File: config.mk
export PLATFORM = sky130hd
export DESIGN_NAME = dp_hazard_pipe
export DESIGN_NICKNAME = d
export VERILOG_FILES = /design/src/rtl/dp_hazard_pipe.sv
export SDC_FILE = /design/constraint.sdc
export NUM_CORES = 1
export LEC_CHECK = 0
export BUFFER_PORTS_ARGS = -buffer_cell sky130_fd_sc_hd__buf_4
export CORE_ASPECT_RATIO = 1.2
export CORE_MARGIN = 1.5
export CORE_UTILIZATION = 46
export DETAILED_ROUTE_END_ITERATION = 8
export HOLD_SLACK_MARGIN = 0.02
export PLACE_DENSITY = 0.78
export SLEW_MARGIN = 40
export SYNTH_ARGS = -nofsm -noshare
export SYNTH_HDL_FRONTEND = slang
export SYNTH_SLANG_ARGS = --single-unit
File: constraint.sdc
create_clock -name clk -period 3.95 [get_ports clk]
set_input_delay 0.9875 -clock clk [delete_from_list [all_inputs] [get_ports clk]]
set_output_delay 0.9875 -clock clk [all_outputs]
set_load 0.05 [all_outputs]
File: src/rtl/dp_hazard_pipe.sv
// dp_hazard_pipe
//   Control-side sequencer for a five-stage IF/ID/EX/M/WB data path. It carries
//   the control bundle of each instruction from ID through WB with per-stage
//   valid bits. It detects load-use hazards (stall plus EX bubble) and taken
//   branches resolved in M (IF/ID flush plus EX/M bubbles). It computes the EX
//   operand forwarding selects and keeps saturating stall/flush event counters.
// Ports:
//   clk, rst                      rising-edge clock, async active-high reset
//   id_*                          decoded fields of the instruction sitting in ID
//   m_branch_en                   branch taken, resolved in M
//   pc_hold/ifid_hold/ifid_flush  front-end control (combinational)
//   ex/m/wb_valid, *_ctrl, *_rd   per-stage pipeline state
//   wb_reg_load                   register-file write enable, gated by wb_valid
//   fwd_a_sel/fwd_b_sel           0 = regfile, 1 = EX/M ALU result, 2 = WB data
//   stall_cnt/flush_cnt           saturating event counters
module dp_hazard_pipe #(
  parameter int RA_W     = 3,
  parameter int CTRL_W   = 16,
  parameter int CNT_W    = 16,
  parameter int ZERO_REG = 0
) (
  input  logic              clk,
  input  logic              rst,
  input  logic              id_valid,
  input  logic [RA_W-1:0]   id_rs1,
  input  logic [RA_W-1:0]   id_rs2,
  input  logic              id_rs1_used,
  input  logic              id_rs2_used,
  input  logic [RA_W-1:0]   id_rd,
  input  logic              id_reg_load,
  input  logic              id_mem_read,
  input  logic [CTRL_W-1:0] id_ctrl,
  input  logic              m_branch_en,
  output logic              pc_hold,
  output logic              ifid_hold,
  output logic              ifid_flush,
  output logic              ex_valid,
  output logic              m_valid,
  output logic              wb_valid,
  output logic [CTRL_W-1:0] ex_ctrl,
  output logic [CTRL_W-1:0] m_ctrl,
  output logic [CTRL_W-1:0] wb_ctrl,
  output logic [RA_W-1:0]   m_rd,
  output logic [RA_W-1:0]   wb_rd,
  output logic              wb_reg_load,
  output logic [1:0]        fwd_a_sel,
  output logic [1:0]        fwd_b_sel,
  output logic [CNT_W-1:0]  stall_cnt,
  output logic [CNT_W-1:0]  flush_cnt
);

  // An address takes part in hazards/forwarding unless it is a hardwired r0.
  function automatic logic reg_live(input logic [RA_W-1:0] addr);
    return (ZERO_REG == 0) || (addr != {RA_W{1'b0}});
  endfunction

  function automatic logic src_match(input logic used, input logic [RA_W-1:0] src,
                                     input logic prod_valid, input logic prod_load,
                                     input logic [RA_W-1:0] prod_rd);
    return used && (src == prod_rd) && reg_live(src) && prod_valid && prod_load;
  endfunction

  function automatic logic [CNT_W-1:0] sat_inc(input logic [CNT_W-1:0] v);
    if (v == {CNT_W{1'b1}}) begin
      return v;
    end else begin
      return v + CNT_W'(1'b1);
    end
  endfunction

  logic              ex_valid_q, ex_valid_d, m_valid_q, m_valid_d, wb_valid_q, wb_valid_d;
  logic [CTRL_W-1:0] ex_ctrl_q, ex_ctrl_d, m_ctrl_q, m_ctrl_d, wb_ctrl_q, wb_ctrl_d;
  logic [RA_W-1:0]   ex_rd_q, ex_rd_d, m_rd_q, m_rd_d, wb_rd_q, wb_rd_d;
  logic              ex_reg_load_q, ex_reg_load_d, m_reg_load_q, m_reg_load_d;
  logic              wb_reg_load_q, wb_reg_load_d;
  logic              ex_mem_read_q, ex_mem_read_d, m_mem_read_q, m_mem_read_d;
  logic [RA_W-1:0]   ex_rs1_q, ex_rs1_d, ex_rs2_q, ex_rs2_d;
  logic              ex_rs1_used_q, ex_rs1_used_d, ex_rs2_used_q, ex_rs2_used_d;
  logic [CNT_W-1:0]  stall_cnt_q, stall_cnt_d, flush_cnt_q, flush_cnt_d;
  logic              branch, stall, ex_load_hit, m_load_hit;

  // Hazard detection: branch flush wins over a load-use stall.
  always_comb begin
    branch      = m_branch_en && m_valid_q;
    ex_load_hit = ex_mem_read_q &&
                  (src_match(id_rs1_used, id_rs1, ex_valid_q, ex_reg_load_q, ex_rd_q) ||
                   src_match(id_rs2_used, id_rs2, ex_valid_q, ex_reg_load_q, ex_rd_q));
    m_load_hit  = m_mem_read_q &&
                  (src_match(id_rs1_used, id_rs1, m_valid_q, m_reg_load_q, m_rd_q) ||
                   src_match(id_rs2_used, id_rs2, m_valid_q, m_reg_load_q, m_rd_q));
    stall       = id_valid && !branch && (ex_load_hit || m_load_hit);
    pc_hold     = stall;
    ifid_hold   = stall;
    ifid_flush  = branch;
  end

  // Next pipeline state: bubble EX on stall/flush, bubble M on flush, WB always advances.
  always_comb begin
    if (stall || branch) begin
      ex_valid_d    = 1'b0;
      ex_ctrl_d     = {CTRL_W{1'b0}};
      ex_rd_d       = {RA_W{1'b0}};
      ex_reg_load_d = 1'b0;
      ex_mem_read_d = 1'b0;
      ex_rs1_d      = {RA_W{1'b0}};
      ex_rs2_d      = {RA_W{1'b0}};
      ex_rs1_used_d = 1'b0;
      ex_rs2_used_d = 1'b0;
    end else begin
      ex_valid_d    = id_valid;
      ex_ctrl_d     = id_ctrl;
      ex_rd_d       = id_rd;
      ex_reg_load_d = id_reg_load;
      ex_mem_read_d = id_mem_read;
      ex_rs1_d      = id_rs1;
      ex_rs2_d      = id_rs2;
      ex_rs1_used_d = id_rs1_used;
      ex_rs2_used_d = id_rs2_used;
    end
    if (branch) begin
      m_valid_d    = 1'b0;
      m_ctrl_d     = {CTRL_W{1'b0}};
      m_rd_d       = {RA_W{1'b0}};
      m_reg_load_d = 1'b0;
      m_mem_read_d = 1'b0;
    end else begin
      m_valid_d    = ex_valid_q;
      m_ctrl_d     = ex_ctrl_q;
      m_rd_d       = ex_rd_q;
      m_reg_load_d = ex_reg_load_q;
      m_mem_read_d = ex_mem_read_q;
    end
    wb_valid_d    = m_valid_q;
    wb_ctrl_d     = m_ctrl_q;
    wb_rd_d       = m_rd_q;
    wb_reg_load_d = m_reg_load_q;
    stall_cnt_d   = stall  ? sat_inc(stall_cnt_q) : stall_cnt_q;
    flush_cnt_d   = branch ? sat_inc(flush_cnt_q) : flush_cnt_q;
  end

  // Forwarding selects; a load in M has no ALU result yet, so only non-loads forward from M.
  always_comb begin
    if (ex_valid_q && src_match(ex_rs1_used_q, ex_rs1_q, m_valid_q,
                                m_reg_load_q && !m_mem_read_q, m_rd_q)) begin
      fwd_a_sel = 2'd1;
    end else if (ex_valid_q && src_match(ex_rs1_used_q, ex_rs1_q, wb_valid_q,
                                         wb_reg_load_q, wb_rd_q)) begin
      fwd_a_sel = 2'd2;
    end else begin
      fwd_a_sel = 2'd0;
    end
    if (ex_valid_q && src_match(ex_rs2_used_q, ex_rs2_q, m_valid_q,
                                m_reg_load_q && !m_mem_read_q, m_rd_q)) begin
      fwd_b_sel = 2'd1;
    end else if (ex_valid_q && src_match(ex_rs2_used_q, ex_rs2_q, wb_valid_q,
                                         wb_reg_load_q, wb_rd_q)) begin
      fwd_b_sel = 2'd2;
    end else begin
      fwd_b_sel = 2'd0;
    end
  end

  // Pipeline and counter registers.
  always_ff @(posedge clk or posedge rst) begin
    if (rst) begin
      ex_valid_q    <= 1'b0;
      ex_ctrl_q     <= {CTRL_W{1'b0}};
      ex_rd_q       <= {RA_W{1'b0}};
      ex_reg_load_q <= 1'b0;
      ex_mem_read_q <= 1'b0;
      ex_rs1_q      <= {RA_W{1'b0}};
      ex_rs2_q      <= {RA_W{1'b0}};
      ex_rs1_used_q <= 1'b0;
      ex_rs2_used_q <= 1'b0;
      m_valid_q     <= 1'b0;
      m_ctrl_q      <= {CTRL_W{1'b0}};
      m_rd_q        <= {RA_W{1'b0}};
      m_reg_load_q  <= 1'b0;
      m_mem_read_q  <= 1'b0;
      wb_valid_q    <= 1'b0;
      wb_ctrl_q     <= {CTRL_W{1'b0}};
      wb_rd_q       <= {RA_W{1'b0}};
      wb_reg_load_q <= 1'b0;
      stall_cnt_q   <= {CNT_W{1'b0}};
      flush_cnt_q   <= {CNT_W{1'b0}};
    end else begin
      ex_valid_q    <= ex_valid_d;
      ex_ctrl_q     <= ex_ctrl_d;
      ex_rd_q       <= ex_rd_d;
      ex_reg_load_q <= ex_reg_load_d;
      ex_mem_read_q <= ex_mem_read_d;
      ex_rs1_q      <= ex_rs1_d;
      ex_rs2_q      <= ex_rs2_d;
      ex_rs1_used_q <= ex_rs1_used_d;
      ex_rs2_used_q <= ex_rs2_used_d;
      m_valid_q     <= m_valid_d;
      m_ctrl_q      <= m_ctrl_d;
      m_rd_q        <= m_rd_d;
      m_reg_load_q  <= m_reg_load_d;
      m_mem_read_q  <= m_mem_read_d;
      wb_valid_q    <= wb_valid_d;
      wb_ctrl_q     <= wb_ctrl_d;
      wb_rd_q       <= wb_rd_d;
      wb_reg_load_q <= wb_reg_load_d;
      stall_cnt_q   <= stall_cnt_d;
      flush_cnt_q   <= flush_cnt_d;
    end
  end

  assign ex_valid    = ex_valid_q;
  assign m_valid     = m_valid_q;
  assign wb_valid    = wb_valid_q;
  assign ex_ctrl     = ex_ctrl_q;
  assign m_ctrl      = m_ctrl_q;
  assign wb_ctrl     = wb_ctrl_q;
  assign m_rd        = m_rd_q;
  assign wb_rd       = wb_rd_q;
  assign wb_reg_load = wb_reg_load_q && wb_valid_q;
  assign stall_cnt   = stall_cnt_q;
  assign flush_cnt   = flush_cnt_q;

endmodule
==> impl_results.md, run 1 <==
- Outcome: finished clean
- CP top delay family: compound AO/OA/AOI/OAI gates
- Total power: 2.50 mW
- Initial antenna violation count: 0
- CP Cell Sequence: buf_4 > xnor2_1 > nand4_1 > a21oi_1 > o21ba_1 > buf_4
- Antenna Nets Post-Route: 0
- CTS resizes: 0
- Rel. slew slack: 52.8%
- First-pass DRT Iterations: 4
- H-tree levels: 3
- Post-synth top area cell: dfrtp_1
- Post-Place Cell Area: 5190 sq um
- Area share of the largest cell type after synthesis: 63.9%
- Post-Layout Cell Count: 581
- HPWL after DPL: 6590 microns
- Crit path time final: 3150 ps
- Residual DRC: 0
- Placer Congestion: 0.873
- Worst-path clk slew: 100 ps
- Starting Density: 47.8%
- Total Routing Usage GR: 19.7%
- Number of nets in the layout: 494
- Critical Path End: pc_hold
- Die area: 9520 sq um
- Post-Syn Nets: 362
- PwrDens: 465 nW/um^2
- #FFs+latches synth: 105
- CP bufs+invs: 2
- Synth area leaders: dfrtp_1 64%, xnor2_1 9.2%, and3_1 5.3%
- Routed WL: 8740 microns
- Reg2Reg Depth: 6
- Worst Skew: 12.8 ps
- Hold-fix buffers, CTS: 0
- Pin count of the biggest net entering global routing: 60
- Worst Tran Pin Value: 708 ps
- Max cap viols: 0
- Final Hold Vio Count: 0
- Yosys warns: 0
- Post-synth EDFFs: 0
- Clk_lat worst skew: 370 ps
- Cell Area, Synth: 4110 sq um
- Critical R2R Launch: stall_cnt[0]
- RSZ-0062 raised after global routing: false
- I/O pins: 130
- Number of global-route vias before repair: 2868
- Design area: 5380 sq um
- Number of antenna diodes: 0
- Maximum vdd drop: 0.530 mV
- Post-Syn Instances: 327
- DR vias/cell: 4.98
- Most common cell in the synthesized netlist: dfrtp_1
- CTS max path bufs: 2
- Fin Setup TNS: 0 ps
- TritonCTS clock tree: built
- Maximum clock frequency: 317 MHz
- Buffers on Ports: 129
- Reg-to-Reg End: stall_cnt[1]
- Arr. time, crit path: 2160 ps
- Layout cell share with drive strength beyond 1: 34.5%
- Flop-to-flop setup slack: 1820 ps
- Largest stage delay on the critical path: 270 ps
- Critical path startpoint: id_rs2[2]
- Final setup viols: 0
- Worst Path Required: 2960 ps
- Clock sinks: 105
- Most used cell along the critical path: buf_4
- Cell depth of the worst setup path: 6
- Pleak: 2.66 nW
- Ys async rst share: 100%
- Period utilization: 79.8%
- Post-CTS Setup Inserts: 0
- Multi-input gate area: 1370 sq um
- Synth Flop Type: dfrtp_1
- Post-synthesis sequential area ratio: 63.9%
- Syn avg cell area: 12.6 sq um
- Critical path endpoint category: primary output
- Max-slew violations: 0
- Detailed Route Iter0 Violations: 100
- Area delta synth->final: 30.7%
- CP Class: in -> out
- Cts bufs inserted: 9
- Clock Tree Root: clkbuf_8
- CORE AREA: 8610 sq um
- Die Ht: 107 microns
- Startpoint types: input port
- Die span in x: 89.3 microns
- Placement Rows: 37
- DP Cell Count: 565
- Via count: 2894
- Avg WL per Cell: 15.0 microns
- First-pass GRT wire length: 14100 microns
- Sequential Area: 2630 sq um
- Hold crit path type: reg -> reg
- Slowest cell on crit path: a21oi_1
- Commonest cells in the netlist: 105 x dfrtp_1, 43 x xnor2_1, 35 x and3_1
- Yosys cell types: 36
- Fillers: 725
- Critical path peak fanout: 3
- Total grt overflow: 0
-- logic make-up after synthesis --
group           after synthesis  share of synthesized area [%]
simple gates                138                           19.4
flops                       105                           63.9
xor+xnor                     51                           11.0
buf+inv                      21                           2.74
compound gates                7                           1.37
mux                           3                          0.973
fa+ha+maj                     2                          0.608
-- worst register-to-register path: stages (launching register included) --
cell and delay, ps:
dfrtp_1 420, ha_1 200, nand3_1 170, nor2_2 270
nand3_1 420, nand2_2 240, mux2_4 310
-- report_power, final --
part | leakage (nW) | total, mW | switching (mW) | internal, mW
clock | 0.0941 | 0.621 | 0.380 | 0.241
sequential | 1.32 | 1.25 | 0.0842 | 1.17
combinational | 1.25 | 0.629 | 0.425 | 0.204
-- per-stage QoR --
stage | util (%) | worst slack [ps] | hold slack [ps]
finish | 62.4 | 799 | 383
global route | 62.4 | 702 | 394
CTS | 62.4 | 788 | 385
detailed placement | 60.2 | 797 | 361
global placement | 60.2 | 855 | 358
floorplan | - | -273 | 374
-- registers in the layout, summed over array words and instances (netlist names), 3 cells and up --
| signal | count |
|---|---|
| flush_cnt | 16 |
| ex_rd_q | 3 |
| wb_ctrl | 16 |
| wb_rd | 3 |
| m_rd | 3 |
| m_ctrl | 16 |
| ex_rs2_q | 3 |
| stall_cnt | 16 |
| ex_rs1_q | 3 |
| ex_ctrl | 16 |
-- worst min-delay path by stage --
stage                            start             to  slack (ps)  cells past startpoint
final                        m_ctrl[3]     wb_ctrl[3]         380                      0
after global routing         m_ctrl[5]     wb_ctrl[5]         390                      0
after CTS                    m_ctrl[8]     wb_ctrl[8]         380                      0
after detailed placement     m_ctrl[8]     wb_ctrl[8]         360                      0
after global placement       m_ctrl[1]     wb_ctrl[1]         360                      0
after floorplan           m_reg_load_q  wb_reg_load_q         370                      0
-- cells in the final DEF, fill, tap and decap left out, types with 2 or more instances in the layout --
| cell | Yosys | layout |
|---|---|---|
| and2_1 | 24 | 24 |
| and3_1 | 35 | 35 |
| and4_1 | 2 | 2 |
| buf_4 | 1 | 134 |
| clkbuf_8 | 0 | 9 |
| clkinv_4 | 0 | 3 |
| dfrtp_1 | 105 | 105 |
| ha_1 | 2 | 2 |
| inv_1 | 8 | 7 |
| mux2_4 | 2 | 2 |
| nand2_1 | 20 | 20 |
| nand3_1 | 17 | 17 |
| nand4_1 | 15 | 15 |
| nor2_1 | 10 | 10 |
| nor3_1 | 6 | 6 |
| nor4_1 | 2 | 2 |
| o21ai_0 | 2 | 2 |
| xnor2_1 | 43 | 43 |
| xor2_1 | 7 | 7 |
-- final cells by class --
| class | count | share of cell area [%] |
|---|---|---|
| inverters | 8 | 0.605 |
| clock buffers | 9 | 2.30 |
| well taps | 117 | 2.72 |
| multi-input cells | 201 | 25.6 |
| repair buffers | 134 | 18.7 |
| clock inverters | 7 | 1.23 |
| flip-flops and latches | 105 | 48.9 |
-- metal layers --
metal	GRT usage (%)	wire length, microns
met4	9.23	225
met2	31.8	4370
met3	3.39	446
met5	0	0
met1	25.5	3700
No activity file was read; power rests on OpenSTA's default activity.
==> inputs of run 2 (changes only) <==
==> constraint.sdc (replaced) <==
create_clock -name clk -period 2.7 [get_ports clk]
set_input_delay 0.675 -clock clk [delete_from_list [all_inputs] [get_ports clk]]
set_output_delay 0.675 -clock clk [all_outputs]
set_load 0.05 [all_outputs]
==> run 2 against run 1 <==
Global-route usage is 0.21 points lower. Clock-buffer cell count stayed put. Critical endpoint is now ifid_hold. Sequential share of layout area is 0.37 points lower.
==> impl_results.md, run 2 (synthesis gave the netlist of run 1 again) <==
- Initial antenna violation count: 0
- Die span in x: 89.3 microns
- RSZ-0062 raised after global routing: false
- Worst Tran Pin Value: 566 ps
- Reg-to-Reg End: stall_cnt[14]
- First-pass GRT wire length: 14100 microns
- Total grt overflow: 0
- Cts bufs inserted: 9
- Total Routing Usage GR: 19.5%
- Clk_lat worst skew: 360 ps
- Avg WL per Cell: 14.9 microns
- Clock Tree Root: clkbuf_8
- Pin count of the biggest net entering global routing: 57
- Period utilization: 94.5%
- Number of nets in the layout: 495
- Worst Skew: 9.23 ps
- Maximum vdd drop: 0.650 mV
- CP Cell Sequence: xnor2_1 > nand4_1 > a21oi_2 > o21ba_1 > buf_4
- Max-slew violations: 0
- Maximum clock frequency: 392 MHz
- I/O pins: 130
- Crit path time final: 2550 ps
- Comb pwr share: 24.7%
- Commonest non-fill, non-tap cell in the layout: buf_4
- Critical path peak fanout: 6
- Clock sinks: 105
- Outcome: finished clean
- Residual DRC: 0
- Area delta synth->final: 31.7%
- Startpoint types: register
- CORE AREA: 8610 sq um
- Reg2Reg Depth: 7
- Pleak: 2.67 nW
- Slowest cell on crit path: dfrtp_1
- Die Ht: 107 microns
- Arr. time, crit path: 1880 ps
- Detailed Route Iter0 Violations: 104
- Clock share of power: 26.3%
- Antenna Nets Post-Route: 0
- Rel. slew slack: 62.2%
- TritonCTS clock tree: built
- First-pass DRT Iterations: 4
- Placer Congestion: 0.782
- Worst Path Required: 2030 ps
- Sw Pwr: 1.29 mW
- HPWL after DPL: 6480 microns
- Final Hold Vio Count: 0
- Number of global-route vias before repair: 2938
- DR vias/cell: 4.94
- Critical path endpoint category: primary output
- CTS max path bufs: 2
- Routed WL: 8660 microns
- Sw frac: 34.5%
- CTS resizes: 0
- Final setup viols: 0
- Place WS: 233 ps
- CP top delay family: flip-flops
- Via count: 2871
- Post-CTS Setup Inserts: 0
- Buffers on Ports: 129
- Max cap viols: 0
- Worst-path clk slew: 100 ps
- Hold-fix buffers, CTS: 0
- Most frequent cells in the layout: 134 x buf_4, 105 x dfrtp_1, 43 x xnor2_1
- Layout cell share with drive strength beyond 1: 34.9%
- CP Class: reg -> out
- Flop-to-flop setup slack: 640 ps
- P_int: 2.45 mW
- Total power: 3.73 mW
- Critical R2R Launch: m_rd[2]
- Crit path setup slack, layout: 150 ps
- PwrDens: 689 nW/um^2
- Largest stage delay on the critical path: 540 ps
- H-tree levels: 3
- Seq pwr share: 49.0%
- CP bufs+invs: 1
- Die area: 9520 sq um
- Starting Density: 47.8%
- Placement Rows: 37
- Number of antenna diodes: 0
- Hold crit path type: in -> async
## run 2: per-layer routing
layer	up-vias	part of all wire, %	track usage, %	routed length (microns)
met2	87	52	31.9	4500
met4	0	2.4	9.45	204
met5	-	0	0	0
met1	1407	40	24.5	3490
li1	1360	-	-	-
met3	17	5.3	3.54	463
## run 2: worst reg2reg max path: cells and delay by family, from the launching register on
family	cells	cell delay, ps
AOI/OAI and AO/OA	2	440
buffers and inverters	1	240
xor gates and xnor gates	1	160
and+or+nand+nor	2	250
muxes	1	310
DFF	1	540
## run 2: cell type report
| class | count | area, sq um |
|---|---|---|
| fillers | 712 | 3190 |
| flip-flops and latches | 105 | 2630 |
| multi-input cells | 201 | 1390 |
| repair buffers | 135 | 1030 |
| well taps | 117 | 146 |
| clock buffers | 9 | 124 |
| clock inverters | 6 | 73.8 |
| inverters | 8 | 33.8 |
## run 2: worst max path at each step
stage | start | end | slack, ps | cells after the start
2_1_floorplan | ex_valid | fwd_a_sel[1] | -470 | 3
3_3_place_gp | id_rs1[0] | ifid_hold | 250 | 6
3_5_place_dp | id_rs1[0] | ifid_hold | 230 | 6
4_1_cts | m_rd[1] | ifid_hold | 130 | 5
5_1_grt | ex_rd_q[0] | ifid_hold | 0.6 | 5
6_report | m_rd[2] | ifid_hold | 150 | 5
## run 2: through the flow
step | hold slack, ps | area, sq um | util [%] | instances | setup TNS, ps
3_5_place_dp | 361 | 5220 | 60.6 | 566 | 0
3_3_place_gp | 361 | 5220 | 60.6 | 566 | 0
5_1_grt | 391 | 5420 | 62.9 | 581 | 0
6_report | 359 | 5420 | 62.9 | 581 | 0
4_1_cts | 367 | 5420 | 62.9 | 581 | 0
2_1_floorplan | 374 | 4130 | - | 327 | -933
## run 2: power by group through the flow
| stage | sequential [mW] | combinational [mW] | clock, mW |
|---|---|---|---|
| after global routing | 1.85 | 0.973 | 1.06 |
| after detailed placement | 1.86 | 0.930 | 0 |
| after floorplan | 2.26 | 0.217 | 0 |
| after CTS | 1.83 | 0.932 | 1.00 |
| final | 1.83 | 0.921 | 0.982 |
| after global placement | 1.85 | 0.914 | 0 |
